`config.mk`:
```
export PLATFORM = sky130hd
export DESIGN_NAME = pdu_io_host
export DESIGN_NICKNAME = d
export VERILOG_FILES = /design/src/rtl/pdu_io_host.sv
export SDC_FILE = /design/constraint.sdc
export NUM_CORES = 1
export LEC_CHECK = 0
export ABC_AREA = 1
export ABC_CLOCK_PERIOD_IN_PS = 5850
export CAP_MARGIN = 20
export CORE_MARGIN = 2
export CORE_UTILIZATION = 44
export CTS_BUF_LIST = sky130_fd_sc_hd__clkbuf_16
export DETAILED_ROUTE_END_ITERATION = 12
export PLACE_DENSITY = 0.85
export SYNTH_ARGS = -nofsm -noshare
export SYNTH_HDL_FRONTEND = slang
export SYNTH_SLANG_ARGS = --single-unit
export TNS_END_PERCENT = 100
```
`constraint.sdc`:
```
create_clock -name clk -period 5.85 [get_ports clk]
set_input_delay 1.755 -clock clk [delete_from_list [all_inputs] [get_ports clk]]
set_output_delay 1.755 -clock clk [all_outputs]
set_load 0.01 [all_outputs]
```
`src/rtl/pdu_io_host.sv`:
```
// IO-bus initiator standing in for the CPU on the PDU peripheral port.
// Runs the hex-entry loop: valid handshake, switch read, LED echo, digit accumulate, 7-seg commit.
module pdu_io_host #(
    parameter logic [7:0] ADDR_OUT0  = 8'h00,
    parameter logic [7:0] ADDR_READY = 8'h04,
    parameter logic [7:0] ADDR_OUT1  = 8'h08,
    parameter logic [7:0] ADDR_IN    = 8'h0c,
    parameter logic [7:0] ADDR_VALID = 8'h10,
    parameter int         MAX_DIGITS = 8
) (
    input  logic        clk,
    input  logic        rst,
    input  logic        en,
    output logic [7:0]  io_addr,
    output logic [31:0] io_dout,
    output logic        io_we,
    input  logic [31:0] io_din,
    output logic        busy,
    output logic [31:0] acc,
    output logic [3:0]  digits,
    output logic [7:0]  commits
);

    typedef enum logic [2:0] {
        IDLE    = 3'd0,
        SYNC    = 3'd1,
        WR_RDY1 = 3'd2,
        POLL    = 3'd3,
        RD_IN   = 3'd4,
        WR_RDY0 = 3'd5,
        WR_OUT0 = 3'd6,
        WR_OUT1 = 3'd7
    } state_t;

    localparam logic [3:0] MAX_D = 4'(MAX_DIGITS);

    state_t      state_reg, state_next;
    logic        last_valid_reg;
    logic [4:0]  in_reg;
    logic [31:0] acc_reg;
    logic [3:0]  digits_reg;
    logic [7:0]  commits_reg;

    logic valid_edge;
    assign valid_edge = io_din[0] != last_valid_reg;

    always_ff @(posedge clk or posedge rst) begin
        if (rst) begin
            state_reg <= IDLE;
        end else begin
            state_reg <= state_next;
        end
    end

    always_comb begin
        state_next = state_reg;
        case (state_reg)
            IDLE:    if (en) state_next = SYNC;
            SYNC:    state_next = WR_RDY1;
            WR_RDY1: state_next = POLL;
            // Dropping en wins over an edge arriving in the same cycle.
            POLL: begin
                if (!en)            state_next = IDLE;
                else if (valid_edge) state_next = RD_IN;
            end
            RD_IN:   state_next = WR_RDY0;
            WR_RDY0: state_next = WR_OUT0;
            WR_OUT0: state_next = in_reg[4] ? WR_OUT1 : WR_RDY1;
            WR_OUT1: state_next = WR_RDY1;
            default: state_next = IDLE;
        endcase
    end

    always_comb begin
        io_addr = 8'h00;
        io_dout = 32'h0;
        io_we   = 1'b0;
        case (state_reg)
            SYNC, POLL: io_addr = ADDR_VALID;
            RD_IN:      io_addr = ADDR_IN;
            WR_RDY1: begin
                io_addr = ADDR_READY;
                io_dout = 32'h1;
                io_we   = 1'b1;
            end
            WR_RDY0: begin
                io_addr = ADDR_READY;
                io_we   = 1'b1;
            end
            WR_OUT0: begin
                io_addr = ADDR_OUT0;
                io_dout = {27'b0, in_reg};
                io_we   = 1'b1;
            end
            WR_OUT1: begin
                io_addr = ADDR_OUT1;
                io_dout = acc_reg;
                io_we   = 1'b1;
            end
            default: ;
        endcase
    end

    always_ff @(posedge clk or posedge rst) begin
        if (rst) begin
            last_valid_reg <= 1'b0;
            in_reg         <= 5'h0;
            acc_reg        <= 32'h0;
            digits_reg     <= 4'h0;
            commits_reg    <= 8'h0;
        end else begin
            case (state_reg)
                // Resample valid on entry so a stale level is never taken as an edge.
                SYNC: last_valid_reg <= io_din[0];
                POLL: if (en && valid_edge) last_valid_reg <= io_din[0];
                RD_IN: in_reg <= io_din[4:0];
                WR_OUT0: begin
                    if (!in_reg[4]) begin
                        acc_reg <= {acc_reg[27:0], in_reg[3:0]};
                        if (digits_reg < MAX_D) digits_reg <= digits_reg + 4'd1;
                    end
                end
                WR_OUT1: begin
                    acc_reg     <= 32'h0;
                    digits_reg  <= 4'h0;
                    commits_reg <= commits_reg + 8'd1;
                end
                default: ;
            endcase
        end
    end

    assign busy    = state_reg != IDLE;
    assign acc     = acc_reg;
    assign digits  = digits_reg;
    assign commits = commits_reg;

endmodule

```
### Word level (Yosys, flattened, before mapping)

Cells that the tools add are included.

| storage, ports and cells | value |
|---|---|
| logic and storage cells | 50 |
| register bits | 53 |
| input bits | 35 |

| operators by class | value |
|---|---|
| $add $sub $neg | 2 |
| equality and inequality tests | 13 |
| reduce and logical (&&, ||, !) cells | 13 |
| $lt $le $gt $ge | 1 |
| multiplexer cells | 15 |

Operator list:

| cell | count |
|---|---|
| $pmux 32 s3 | 1 |
| $pmux 32 s2 | 1 |
| $mux 32 | 1 |
| $pmux 3 s7 | 1 |
| $pmux 5 s4 | 1 |
| $eq 3x3->1 const B | 4 |
| $mux 3 | 4 |
| $add 8x1->8 const B | 1 |
| $mux 4 | 2 |
| $ne 2x2->1 const B | 4 |
| $pmux 4 s2 | 1 |
| $eq 3x2->1 const B | 2 |
| $reduce_and 2->1 | 3 |
| $reduce_or 2->1 | 3 |
| $add 4x1->4 const B | 1 |
| $lt 4x4->1 const B | 1 |
| $reduce_bool 2->1 | 2 |
| $reduce_or 4->1 | 1 |
| $eq 3x1->1 const B | 1 |
| $logic_not 3->1 | 1 |
| $ne 3x3->1 const B | 1 |
| $reduce_and 3->1 | 1 |
| $reduce_bool 3->1 | 1 |
| $mux 1 | 2 |
| 3 further kinds | 3 |

### Logic depth before layout (Yosys ltp)

Gate-level depths: netlist of the first run.

| logic depth | value |
|---|---|
| depth in word-level cells | 4 |
| gate-level depth with buffers | 8 |

### Worst setup path before layout of the first run

OpenSTA, ideal clock, no wires.

| path | value |
|---|---|
| path kind | reg-to-output |
| start | register state_reg[2] |
| end | output port io_dout[11] |
| data required time | 4.095 ns |
| arrival time | 1.100 ns |
| cell stages (with the launch flop) | 7 |
| slack | 2.995 ns |
| path through | dfrtp_1 nand2_2 inv_2 nand2_4 buf_6 buf_2 nor2_1 |

| on the way | value |
|---|---|
| cells in the longest elaborated chain, start to end | 2 |
| elaborated cells between the ends (all ways) | 4 |
| those cells by class | 3 x eq/ne; 1 x mux |

Ends and longest elaborated chain:

| item | RTL line | RTL |
|---|---|---|
| from (decl) | 37 | `state_t state_reg, state_next;` |
| from (signal assigned) | 51 | `state_reg <= state_next;` |
| $eq 3x3->1 or $eq 3x2->1 (tied branches) | 78 | `case (state_reg)` |
| $pmux 32 s3 (*) | 78 |  |
| to (decl) | 15 | `output logic [31:0] io_dout,` |

Every way passes the cells marked *; elsewhere a longest branch is shown, timed or not.

### Final worst setup path of the first run

| path | value |
|---|---|
| start | register state_reg[1] |
| end | output port io_dout[2] |

Same word-level chain as after synthesis.

==> impl_metrics.py, run 1 <==
metrics = {
    "run_status": {
        "run_status": "finished clean",
    },
    "floorplan": {
        "die_height_um": 80.17,
        "pin_count": 121,
        "dieWidth_um": 80.17,
        "rows": 27,
        "core-area_mm2": 0.005540,
        "die_area_mm2": 0.006426,
        "start_util": 0.4607,
    },
    "global_route": {
        "grt_usage": 0.1917,
        "grt_overflow": 0,
        "grt_max_degree": 61,
        "grt_pass1_vias": 2157,
        "grt_pass1_wl_um": 9770,
        "antenna_found_initial": 0,
    },
    "critical_path": {
        "critPathMaxFanout": 60,
        "arrival_ns": 2.16,
        "critPathSlowestCell": "clkdlybuf4s50_1",
        "cp-end-kind": "output port",
        "crit_chain": "nand2_2 > inv_2 > nand2_4 > o22ai_1 > clkdlybuf4s50_1",
        "r2r_slack_ns": 4.01,
        "critPathKind": "reg -> out",
        "cp.required_ns": 4.09,
        "cp_slowest_stage_delay_ns": 0.58,
        "worstSetupStartpointType": "register",
        "rr_endpoint": "digits[0]$_DFFE_PP0P_",
        "r2r_cells": 6,
        "reg2reg_from": "state_reg[1]$_DFFE_PP0P_",
    },
    "detailed_routing": {
        "dr_total_vias": 2276,
        "wl_per_cell_um": 12.58,
        "drc": 0,
        "drtPass1Iterations": 4,
        "via_per_inst": 4.802,
        "drt_first_iter_violations": 122,
        "drt-total-wl_um": 5963,
        "drtAntennaViolNets": 0,
    },
    "sta": {
        "hold_ws_ns": 0.5414,
        "skew_ns": 0.004929,
        "hold_viol_final": 0,
        "maxSlewViolCount": 0,
        "tightest_slew_ns": 0.6735,
        "setup_violations": 0,
        "fin_crit_ns": 3.911,
        "fmax_ghz": 0.2557,
        "setup_tns_ns": 0,
        "slew_headroom": 0.5505,
        "fin_crit_sh": 0.6685,
        "setup_slack_ns": 1.939,
        "rsz0062_at_grt": "no",
    },
    "cts": {
        "cts_buffers": 5,
        "cts_sinks": 53,
        "cts_resized": 0,
        "h-tree-depth": 2,
        "ctsRootBufferMaster": "clkbuf_16",
        "clk-insertion-delay-late_ns": 0.28,
        "ctsHoldBuffers": 0,
        "postCtsSetupBuffers": 0,
        "cts.reportedPaths.clkPinSlew_ns": 0.06,
        "cts_tree": "built",
        "cts_buffer_depth": 2,
    },
    "synth": {
        "ys_warn_count": 0,
        "yosys_register_bits": 53,
        "synthesis.area_mm2": 0.002552,
        "yosysTopAreaCellShare": 0.5196,
        "synth_area_leaders": "dfrtp_1, nand2_1, inv_1",
        "yosysUniqueCellTypes": 20,
        "yosys.area.top_type": "dfrtp_1",
        "seq_area_frac_synth": 0.5196,
        "syn_inst": 318,
        "synth-async-reset-ratio": 1.000,
        "synth_flop_cell": "dfrtp_1",
        "synth-edff-count": 0,
        "synth.avg_cell_area_um2": 8.027,
    },
    "layout": {
        "area_growth_pct": 40.34,
        "fin_util": 0.6466,
        "largest_reg_flops": 32,
        "register_area_mm2": 0.001326,
        "nets": 439,
        "drive_gt1_frac": 0.03731,
        "antenna_cells": 0,
        "n_fill_cell": 478,
        "multi_input_area_um2": 918.4,
    },
    "place": {
        "numPortBuffers": 88,
        "dp_hpwl_um": 4226,
        "place_congestion": 0.7367,
        "pre_cts_ws_ns": 2.256,
    },
    "min_path": {
        "hold_depth": 2,
        "min_to": "acc[25]$_DFFE_PP0P_",
        "min_from": "acc[21]$_DFFE_PP0P_",
        "hp-class": "reg -> reg",
    },
    "power": {
        "peakVddDrop_mv": 0.2177,
        "powerDensity_mw_per_mm2": 339.3,
        "power_leakage_nw": 1.572,
        "finalPower_w": 0.001216,
    },
    "flow_run": {
        "cap_violations": 0,
    },
}
[kinds of logic after synthesis]
family / count (synthesis) / synth area share
adder cells (fa/ha/maj): 2 / 0.009802
XOR/XNOR: 6 / 0.02059
buffers and inverters: 73 / 0.1265
other: 1 / 0.001469
AND/OR/NAND/NOR: 131 / 0.2098
AO/OA/AOI/OAI: 52 / 0.1123
flip-flops: 53 / 0.5196
[metal layers]
layer / up-vias / GRT usage / part of all wire
met5: - / 0 / 0
met1: 1062 / 0.2478 / 0.45
met3: 2 / 0.03146 / 0.053
li1: 1142 / - / -
met4: 0 / 0.03559 / 0.0042
met2: 70 / 0.3408 / 0.49
[metrics by stage]
step / instance area [um^2] / std cells
after floorplan: 2567 / 322
after global placement: 3430 / 466
after detailed placement: 3430 / 466
after CTS: 3562 / 473
after global routing: 3582 / 474
final: 3582 / 474
[report_power, final]
group / switching [W] / total (W) / internal, W
Sequential: 0.0000654 / 0.000504 / 0.000439
Clock: 0.000120 / 0.000273 / 0.000153
Combinational: 0.000242 / 0.000438 / 0.000196
Total: 0.000428 / 0.00122 / 0.000788
[Yosys cell counts (2+ instances only)]
cell and number:
o21ai_0 23, xnor2_1 4, nor2_1 46, buf_4 9, xor2_1 2, inv_1 55, a21oi_1 8, dfrtp_1 53
nand2_4 2, buf_2 6, ha_1 2, nand3_1 13, nand2_2 3, o22ai_1 21, inv_2 2, nand2_1 65
[worst max-delay path, delay by kind of cell, from the launching register on]
family,cells,cell delay (ns)
buf+inv,2,0.68
compound gates,1,0.32
simple gates,2,0.44
flops,1,0.43
[worst max path at each step]
stage	from	end	slack (ns)	cells after the start
3_5_place_dp	state_reg[2]$_DFFE_PP0P_	io_dout[2]	2.26	5
6_report	state_reg[1]$_DFFE_PP0P_	io_dout[2]	1.94	5
2_1_floorplan	rst	acc[0]$_DFFE_PP0P_	2.81	1
5_1_grt	state_reg[2]$_DFFE_PP0P_	io_dout[2]	1.75	5
3_3_place_gp	state_reg[1]$_DFFE_PP0P_	io_dout[4]	2.26	5
4_1_cts	state_reg[2]$_DFFE_PP0P_	io_dout[2]	1.93	5
[layout make-up]
cell class,instances,share of cell area
inverter,57,0.05973
timing repair buffer,89,0.2515
clock buffer,5,0.03493
multi-input combinational,196,0.2564
tap,72,0.02515
sequential,53,0.3702
clock inverter,2,0.002096
[cell usage in the layout, fill, tap and decap left out, drive strengths merged]
| cell type | count |
|---|---|
| xor2 | 2 |
| o21ai | 23 |
| dfrtp | 53 |
| buf | 1 |
| xnor2 | 4 |
| inv | 58 |
| clkdlybuf4s50 | 88 |
| clkinv | 1 |
| nor2 | 47 |
| ha | 2 |
| a21oi | 8 |
| nand4 | 1 |
| nand2 | 70 |
| clkbuf | 5 |
| o22ai | 21 |
| conb | 5 |
| nand3 | 13 |
No activity file was read; power rests on OpenSTA's default activity.
==> run 2: changes to the inputs <==
--- a/config.mk
+++ b/config.mk
@@ -6,13 +6,13 @@
 export NUM_CORES = 1
 export LEC_CHECK = 0
 export ABC_AREA = 1
-export ABC_CLOCK_PERIOD_IN_PS = 5850
+export ABC_CLOCK_PERIOD_IN_PS = 3800
 export CAP_MARGIN = 20
 export CORE_MARGIN = 2
-export CORE_UTILIZATION = 44
+export CORE_UTILIZATION = 41
 export CTS_BUF_LIST = sky130_fd_sc_hd__clkbuf_16
 export DETAILED_ROUTE_END_ITERATION = 12
-export PLACE_DENSITY = 0.85
+export PLACE_DENSITY = 0.8
 export SYNTH_ARGS = -nofsm -noshare
 export SYNTH_HDL_FRONTEND = slang
 export SYNTH_SLANG_ARGS = --single-unit
==> constraint.sdc (replaced) <==
create_clock -name clk -period 3.8 [get_ports clk]
set_input_delay 1.14 -clock clk [delete_from_list [all_inputs] [get_ports clk]]
set_output_delay 1.14 -clock clk [all_outputs]
set_load 0.01 [all_outputs]
==> impl_metrics.py, run 2 (synthesis results as in run 1) <==
metrics = {
    "critical_path": {
        "arrival_ns": 2.08,
        "cp-end-kind": "output port",
        "critPathKind": "reg -> out",
        "critPathMaxFanout": 49,
        "cp.required_ns": 2.66,
        "worstSetupStartpointType": "register",
    },
    "detailed_routing": {
        "via_per_inst": 4.848,
        "drc": 0,
        "drt-total-wl_um": 6192,
        "drtAntennaViolNets": 0,
        "drt_first_iter_violations": 140,
        "wl_per_cell_um": 12.90,
        "drtPass1Iterations": 4,
        "dr_total_vias": 2327,
    },
    "floorplan": {
        "start_util": 0.4286,
        "die_height_um": 82.90,
        "pin_count": 121,
        "die_area_mm2": 0.006872,
        "dieWidth_um": 82.90,
        "core-area_mm2": 0.005956,
        "rows": 28,
    },
    "global_route": {
        "grt_pass1_vias": 2217,
        "antenna_found_initial": 0,
        "grt_pass1_wl_um": 10360,
        "grt_overflow": 0,
        "grt_usage": 0.1800,
        "grt_max_degree": 50,
    },
    "layout": {
        "multi_input_area_um2": 918.4,
        "nets": 441,
        "register_area_mm2": 0.001326,
        "area_growth_pct": 42.84,
        "final_cells": 480,
        "finalInstanceArea_mm2": 0.003646,
        "drive_gt1_frac": 0.04938,
        "n_fill_cell": 527,
        "layout_commonest_cell": "clkdlybuf4s50_1",
        "antenna_cells": 0,
        "largest_reg_flops": 32,
        "layout_common_cells": "clkdlybuf4s50_1, nand2_1, inv_1",
    },
    "place": {
        "dp_hpwl_um": 4401,
        "pre_cts_ws_ns": 0.9130,
        "dp.cells": 472,
        "place_congestion": 0.7770,
        "placed_area_mm2": 0.003456,
        "numPortBuffers": 88,
    },
    "power": {
        "power_leakage_nw": 1.602,
        "peakVddDrop_mv": 0.3209,
        "finalPower_w": 0.002032,
        "powerDensity_mw_per_mm2": 557.3,
    },
    "sta": {
        "skew_ns": 0.007428,
        "rsz0062_at_grt": "no",
        "hold_viol_final": 0,
        "slew_headroom": 0.5347,
        "setup_slack_ns": 0.5754,
        "setup_violations": 0,
        "setup_tns_ns": 0,
        "fin_crit_ns": 3.225,
        "maxSlewViolCount": 0,
        "fin_crit_sh": 0.8486,
        "fmax_ghz": 0.3101,
        "tightest_slew_ns": 0.6972,
    },
    "cts": {
        "ctsHoldBuffers": 0,
        "cts_buffers": 5,
        "cts_buffer_depth": 2,
        "cts.reportedPaths.clkPinSlew_ns": 0.07,
        "cts_tree": "built",
        "cts_sinks": 53,
        "postCtsSetupBuffers": 0,
        "clk-insertion-delay-late_ns": 0.29,
        "ctsRootBufferMaster": "clkbuf_16",
        "h-tree-depth": 2,
        "cts_resized": 0,
    },
    "flow_run": {
        "cap_violations": 0,
    },
    "run_status": {
        "run_status": "finished clean",
    },
    "min_path": {
        "hp-class": "reg -> reg",
    },
}
run 2: final timing paths:
check                                    startpoint                    end  slack, ns  cells past startpoint
setup / recovery           state_reg[1]$_DFFE_PP0P_             io_dout[1]       0.58                      5
hold / removal                in_reg[2]$_DFFE_PP0P_  in_reg[2]$_DFFE_PP0P_       0.53                      2
setup reg to reg           state_reg[1]$_DFFE_PP0P_  digits[0]$_DFFE_PP0P_       1.89                      8
hold reg to reg               in_reg[2]$_DFFE_PP0P_  in_reg[2]$_DFFE_PP0P_       0.53                      2
max in group asynchronous                       rst     acc[3]$_DFFE_PP0P_       2.28                      3
min in group asynchronous                       rst  digits[3]$_DFFE_PP0P_       1.22                      3
run 2: metrics by stage:
| step | hold slack [ns] | util |
|---|---|---|
| 5_1_grt | 0.5688 | 0.6122 |
| 3_5_place_dp | 0.5215 | 0.5803 |
| 3_3_place_gp | 0.5056 | 0.5803 |
| 6_report | 0.5346 | 0.6122 |
| 2_1_floorplan | 0.4928 | - |
| 4_1_cts | 0.5388 | 0.6122 |
run 2: power breakdown:
part	internal, W	leakage (nW)	switching [W]	total (W)
clock	0.000376	0.0938	0.000202	0.000579
combinational	0.000303	0.800	0.000374	0.000677
sequential	0.000675	0.709	0.000101	0.000776
total	0.00135	1.60	0.000677	0.00203
run 2: worst max-delay path, cell delays in order (launching register included):
cell and delay, ns:
dfrtp_1 0.43, nand2_2 0.10, inv_2 0.10, nand2_4 0.28, o22ai_1 0.30, clkdlybuf4s50_1 0.57
run 2: cell type report:
| cell class | instances | area share |
|---|---|---|
| Clock inverter | 3 | 0.01784 |
| Timing Repair Buffer | 91 | 0.2478 |
| Inverter | 57 | 0.05868 |
| Sequential cell | 53 | 0.3638 |
| Clock buffer | 5 | 0.03432 |
| Tap cell | 75 | 0.02574 |
| Multi-Input combinational cell | 196 | 0.2519 |
run 2: layer usage:
metal / track usage / routed length, um
met5: 0 / 0
met4: 0.03428 / 51
met3: 0.03678 / 365
met2: 0.3138 / 3033
met1: 0.2339 / 2742
